--- config.mk ---
export PLATFORM = sky130hd
export DESIGN_NAME = bp_be_fe_cmd_issuer
export DESIGN_NICKNAME = d
export VERILOG_FILES = /design/src/rtl/bp_be_fe_cmd_issuer.sv
export SDC_FILE = /design/constraint.sdc
export NUM_CORES = 1
export LEC_CHECK = 0
export ABC_AREA = 1
export BUFFER_PORTS_ARGS = -buffer_cell sky130_fd_sc_hd__buf_2
export CAP_MARGIN = 30
export CORE_AREA = 2 2 78 80
export CTS_CLUSTER_DIAMETER = 30
export DETAILED_ROUTE_END_ITERATION = 8
export DIE_AREA = 0 0 80 82
export GPL_TIMING_DRIVEN = 0
export PLACE_DENSITY = 0.8
export SLEW_MARGIN = 0
export SYNTH_ARGS = -nofsm -noshare
export SYNTH_HDL_FRONTEND = slang
export SYNTH_SLANG_ARGS = --single-unit
--- constraint.sdc ---
create_clock -name clk_i -period 1.6 [get_ports clk_i]
set_input_delay 0.08 -clock clk_i [delete_from_list [all_inputs] [get_ports clk_i]]
set_output_delay 0.08 -clock clk_i [all_outputs]
set_load 0.01 [all_outputs]
--- src/rtl/bp_be_fe_cmd_issuer.sv ---
// Upstream producer for the BE->FE command queue.
// Arbitrates redirect, ITLB-fill and I$-fence requests into a single packed
// FE command per cycle. Handshakes are zero-latency: request, issue and yumi
// all resolve combinationally in the same cycle. Fences are serialised: a
// fence only enters an empty queue, after which all issue stalls until the
// FE reports that the fence has completed.
module bp_be_fe_cmd_issuer #(
  parameter int vaddr_width_p   = 39,
  parameter int payload_width_p = 64,
  parameter int cnt_width_p     = 16
) (
  input  logic                         clk_i,
  input  logic                         reset_n_i,

  input  logic                         redirect_v_i,
  input  logic [vaddr_width_p-1:0]     redirect_pc_i,
  output logic                         redirect_yumi_o,

  input  logic                         fill_v_i,
  input  logic [payload_width_p-1:0]   fill_data_i,
  output logic                         fill_yumi_o,

  input  logic                         fence_v_i,
  output logic                         fence_yumi_o,

  output logic [payload_width_p+2:0]   fe_cmd_o,
  output logic                         fe_cmd_v_o,
  input  logic                         queue_full_i,
  input  logic                         queue_empty_i,

  input  logic                         fe_fence_done_i,
  output logic                         busy_o,
  output logic [cnt_width_p-1:0]       issued_cnt_o
);

  // Opcode encodings in the top three bits of the FE command.
  typedef enum logic [2:0] {
    op_redirect     = 3'd0,
    op_itlb_fill    = 3'd1,
    op_icache_fence = 3'd2
  } fe_opcode_e;

  // READY      : normal arbitration.
  // FENCE_WAIT : a fence is pending until the queue empties; redirects may
  //              still overtake it, fills may not.
  // DRAIN      : a fence is in flight; nothing issues until the FE is done.
  typedef enum logic [1:0] {
    st_ready      = 2'd0,
    st_fence_wait = 2'd1,
    st_drain      = 2'd2
  } state_e;

  localparam logic [cnt_width_p-1:0] cnt_one = cnt_width_p'(1);

  state_e state_q, state_d;

  // Raw grants before reset gating; at most one of these is set.
  logic grant_redirect;
  logic grant_fill;
  logic grant_fence;
  logic any_grant;

  logic [payload_width_p-1:0] pc_ext;

  // State register: only the FSM state lives here.
  // NOTE: sequential state uses non-blocking (<=) so every flop samples
  // pre-edge values; combinational blocks below use blocking (=).
  always_ff @(posedge clk_i or negedge reset_n_i) begin
    if (!reset_n_i) begin
      state_q <= st_ready;
    end else begin
      state_q <= state_d;
    end
  end

  // Grant decode: pick the single request that may issue this cycle.
  // NOTE: every signal written in an always_comb gets a default at the top
  // of the block so that no path leaves it unassigned (no latch).
  always_comb begin
    grant_redirect = 1'b0;
    grant_fill     = 1'b0;
    grant_fence    = 1'b0;
    unique case (state_q)
      st_ready: begin
        if (!queue_full_i) begin
          if (redirect_v_i) begin
            grant_redirect = 1'b1;
          end else if (fill_v_i) begin
            grant_fill = 1'b1;
          end else if (fence_v_i && queue_empty_i) begin
            grant_fence = 1'b1;
          end
        end
      end
      st_fence_wait: begin
        // Fills are held back so they cannot slip in ahead of the fence.
        if (!queue_full_i) begin
          if (redirect_v_i) begin
            grant_redirect = 1'b1;
          end else if (fence_v_i && queue_empty_i) begin
            grant_fence = 1'b1;
          end
        end
      end
      st_drain: begin
        // Fence in flight: issue nothing.
      end
      default: begin
      end
    endcase
  end

  assign any_grant = grant_redirect | grant_fill | grant_fence;

  // Next-state logic for the fence serialisation FSM.
  always_comb begin
    state_d = state_q;
    unique case (state_q)
      st_ready: begin
        // A fence that wins arbitration either enters an empty queue now or
        // waits for the queue to drain first.
        if (fence_v_i && !redirect_v_i && !fill_v_i) begin
          state_d = grant_fence ? st_drain : st_fence_wait;
        end
      end
      st_fence_wait: begin
        if (!fence_v_i) begin
          state_d = st_ready;
        end else if (grant_fence) begin
          state_d = st_drain;
        end
      end
      st_drain: begin
        if (fe_fence_done_i) begin
          state_d = st_ready;
        end
      end
      default: begin
        state_d = st_ready;
      end
    endcase
  end

  // Output logic: yumis, enqueue strobe and the packed command word.
  always_comb begin
    pc_ext                     = '0;
    pc_ext[vaddr_width_p-1:0]  = redirect_pc_i;

    redirect_yumi_o = reset_n_i & grant_redirect;
    fill_yumi_o     = reset_n_i & grant_fill;
    fence_yumi_o    = reset_n_i & grant_fence;
    fe_cmd_v_o      = reset_n_i & any_grant;
    busy_o          = reset_n_i & (state_q != st_ready);

    fe_cmd_o = '0;
    if (fe_cmd_v_o) begin
      if (grant_redirect) begin
        fe_cmd_o = {op_redirect, pc_ext};
      end else if (grant_fill) begin
        fe_cmd_o = {op_itlb_fill, fill_data_i};
      end else begin
        fe_cmd_o = {op_icache_fence, {payload_width_p{1'b0}}};
      end
    end
  end

  // Issued-command counter: one increment per enqueue, wrapping naturally.
  always_ff @(posedge clk_i or negedge reset_n_i) begin
    if (!reset_n_i) begin
      issued_cnt_o <= '0;
    end else if (fe_cmd_v_o) begin
      issued_cnt_o <= issued_cnt_o + cnt_one;
    end
  end

  // The queue can never report full and empty at once.
  a_full_empty_exclusive : assert property (
    @(posedge clk_i) disable iff (!reset_n_i)
      !(queue_full_i && queue_empty_i)
  );

  // A yumi is always accompanied by an enqueue, and nothing enqueues into a full queue.
  a_yumi_implies_v : assert property (
    @(posedge clk_i) disable iff (!reset_n_i)
      (redirect_yumi_o | fill_yumi_o | fence_yumi_o) |-> fe_cmd_v_o
  );

  a_no_issue_when_full : assert property (
    @(posedge clk_i) disable iff (!reset_n_i)
      queue_full_i |-> !fe_cmd_v_o
  );

endmodule
==> results_dict.tcl <==
set metrics [dict create \
    outcome "finished, violations left" \
    violations "setup timing" \
    route.detailed.wl_per_inst_um 14.7 \
    worst_setup_path_startpoint "state_q[1]" \
    synthTopCellsByArea "nand2_1, dfrtp_1, a22oi_1" \
    placement_rows 28 \
    syn_avg_cell_area_um2 5.75 \
    pre_cts_ws_ns -0.298 \
    core_area_um2 5750 \
    ant_nets 0 \
    finalSetupViolations 81 \
    register_area_share_after_synthesis_pct 21.2 \
    hold_viol_final 0 \
    synth_commonest_cells "nand2_1, nand3_1, nor2_1" \
    timing.critical_path.buf_inv 5 \
    worstSetupPathType "reg2out" \
    critical_path.slowest_cell "dfrtp_1" \
    worst_min_delay_path_category "in2reg" \
    syn_area_um2 2130 \
    detail_route.drc_violations 0 \
    synthDistinctLibCells 24 \
    synthesis.yosys.warnings 0 \
    grt_pass1_wl_mm 13.7 \
    place_congestion 0.933 \
    num_io_pins 199 \
    dieWidth_um 80 \
    worst-path-max-fanout 5 \
    final_net_count 697 \
    report.final.slew_viol_count 0 \
    cts_max_path_buffers 2 \
    p_leak_nw 1.95 \
    clk_latency_ns 0.25 \
    drt_pre_antenna_iters 4 \
    synth.top_cell.area_share_pct 23.8 \
    synth_async_sr_flop_share_pct 100 \
    power_mw 1.96 \
    worst_setup_path_end_kind "output pin" \
    max_cap_violations 0 \
    postSynthCellCount 370 \
    die_area_um2 6560 \
    period_share_pct 120 \
    worstPathRequired_ns 1.52 \
    multiInputGateArea_um2 1720 \
    fin_crit_ns 1.91 \
    critical_path_arrival_ns 1.83 \
    globalRouteTotalUtil_pct 25.9 \
    critical_path.cell_chain "nor2_4 -> buf_6 -> nand4_1 -> nand2_2 -> inv_2 -> buf_8 -> buf_8 -> nor2_1 -> buf_2" \
    synthDominantAreaCellType "nand2_1" \
    clkSinkCount 18 \
    num-fill-cells 518 \
    power_dens_cells_nw_per_um2 507 \
    layout_cell_share_with_drive_strength_beyond_1_pct 51.3 \
    slowest_delay_ns 0.42 \
    clk_pin_slew_ns 0.06 \
    rr_startpoint "state_q[1]" \
    worst_pin_slew_ns 0.811 \
    overflow 0 \
    synthFlopType "dfrtp_1" \
    clock-root-buffer "clkbuf_8" \
    viasPerCell 5.23 \
    min_path_cells 3 \
    clock_tree_from_tritoncts "built" \
    grt_antenna_before_repair 3 \
    synth_register_bits 18 \
    regToRegEndpoint "issued_cnt_o[5]" \
    reg2reg_depth 10 \
    timing.clock.skew_ns 0.00180 \
    num_vias 3446 \
    slew_headroom_pct 45.8 \
    chipHeight_um 82 \
    totalWireLength_mm 9.70 \
    clock_tree.htree_level_count 1 \
    worst_hold_path.endpoint "state_q[1]" \
    initial_core_utilization_pct 37.0 \
    worstSetupStartpointType "register" \
    area_delta_synth_final_pct 82.1 \
    critical_path.most_common_cell "buf_8" \
    rsz0062_at_grt "true" \
    worst-r2r-setup-slack_ns -0.07 \
    grt_pass1_vias 2925 \
    hold_path.startpoint "fe_fence_done_i" \
    setup_slack_ns -0.313 \
    detail_route.iter0.violations 132 \
    fmaxAchievable_ghz 0.523 \
    buffers_on_ports 197 \
    critPathTopFamily "buffers and inverters" \
    synth_nets 482 \
    ir_drop_uv 496 \
    grt_start_max_net_pins 19 \
    hpwlAfterDp_mm 6.99 \
    post-synth-top-count-cell "nand2_1" \
    cts-buffers-inserted 3 \
    seqCellArea_um2 452 \
    count_of_flip_flops_with_a_built_in_enable_after_synthesis 0 \
]
==> layer usage <==
metal	share of wire, %	vias to the layer above	track usage, %
met5	0.30	-	0
met4	2.0	4	5.76
met3	7.8	23	4.29
met2	53	157	47.8
met1	37	1610	31.5
li1	-	1652	-
==> area by class of cell <==
cell class / count / share of cell area (%)
clock buffer: 3 / 1.07
inverter: 19 / 1.91
sequential: 18 / 11.7
antenna: 1 / 0.0646
multi-input combinational: 303 / 44.3
tap: 75 / 2.42
timing repair buffer: 212 / 32.0
buffer: 28 / 6.59
==> stage by stage <==
stage | instances | instance area [um2] | TNS, ns | utilization (%) | hold slack (ns)
CTS | 657 | 3640 | -12.08 | 63.4 | 0.124
finish | 659 | 3870 | -15.95 | 67.4 | 0.115
detailed placement | 642 | 3210 | -13.37 | 55.8 | 0.0526
global placement | 642 | 3210 | -10.99 | 55.8 | 0.0477
global route | 659 | 3870 | -25.23 | 67.4 | 0.145
floorplan | 370 | 2130 | 0 | - | -0.216
==> layout by cell type (no fill, tap or decap), types with 2 or more instances in the layout <==
master,count
clkbuf_4,3
nand3_1,57
nor2_1,27
xnor2_1,2
clkbuf_8,5
xor2_1,5
nand4_1,6
dfrtp_1,17
nor2_4,14
a22oi_2,26
o21ai_0,5
clkbuf_2,4
nand2_1,128
buf_6,17
buf_8,4
nor2_2,7
buf_12,3
nand2_2,7
clkbuf_1,3
a22oi_1,13
buf_2,188
inv_2,3
inv_1,15
buf_4,13
==> how the worst max path moves through the flow <==
stage	to	slack [ns]	cells after the start
2_1_floorplan	fe_cmd_o[54]	0.09	9
5_1_grt	fe_cmd_o[54]	-0.41	9
4_1_cts	fe_cmd_o[38]	-0.23	7
6_report	fe_cmd_o[54]	-0.31	9
3_5_place_dp	fe_cmd_o[38]	-0.30	7
3_3_place_gp	fe_cmd_o[37]	-0.27	7
==> repair_timing <==
item,4_1_cts,5_1_grt
pin swaps,6,3
cloned,1,0
setup endpoints to repair,83,81
gates resized for setup,77,50
setup buffers,12,2
endpoints found under the hold margin,18,0
hold buffers,1,0
==> logic make-up after synthesis <==
kind of cell / Yosys count / share of synthesized area, %
adder cells (fa/ha/maj): 1 / 0.588
AND/OR/NAND/NOR: 249 / 49.7
other: 1 / 0.176
AO/OA/AOI/OAI: 45 / 15.3
XOR/XNOR: 7 / 2.88
buffers and inverters: 49 / 10.2
flip-flops: 18 / 21.2
==> power breakdown <==
part,switching [mW],internal (mW)
clock network,0.149,0.167
registers,0.116,0.529
logic,0.559,0.442
total,0.825,1.14
==> worst min-delay path, delay by kind of cell <==
kind	cells	cell delay, ns
buffers and inverters	1	0.07
AND/OR/NAND/NOR	2	0.17
==> flip-flops by register name (all words and copies together), names as in the netlist <==
name / count
state_q: 2
issued_cnt_o: 16
Power figures use the tool's default switching activity.
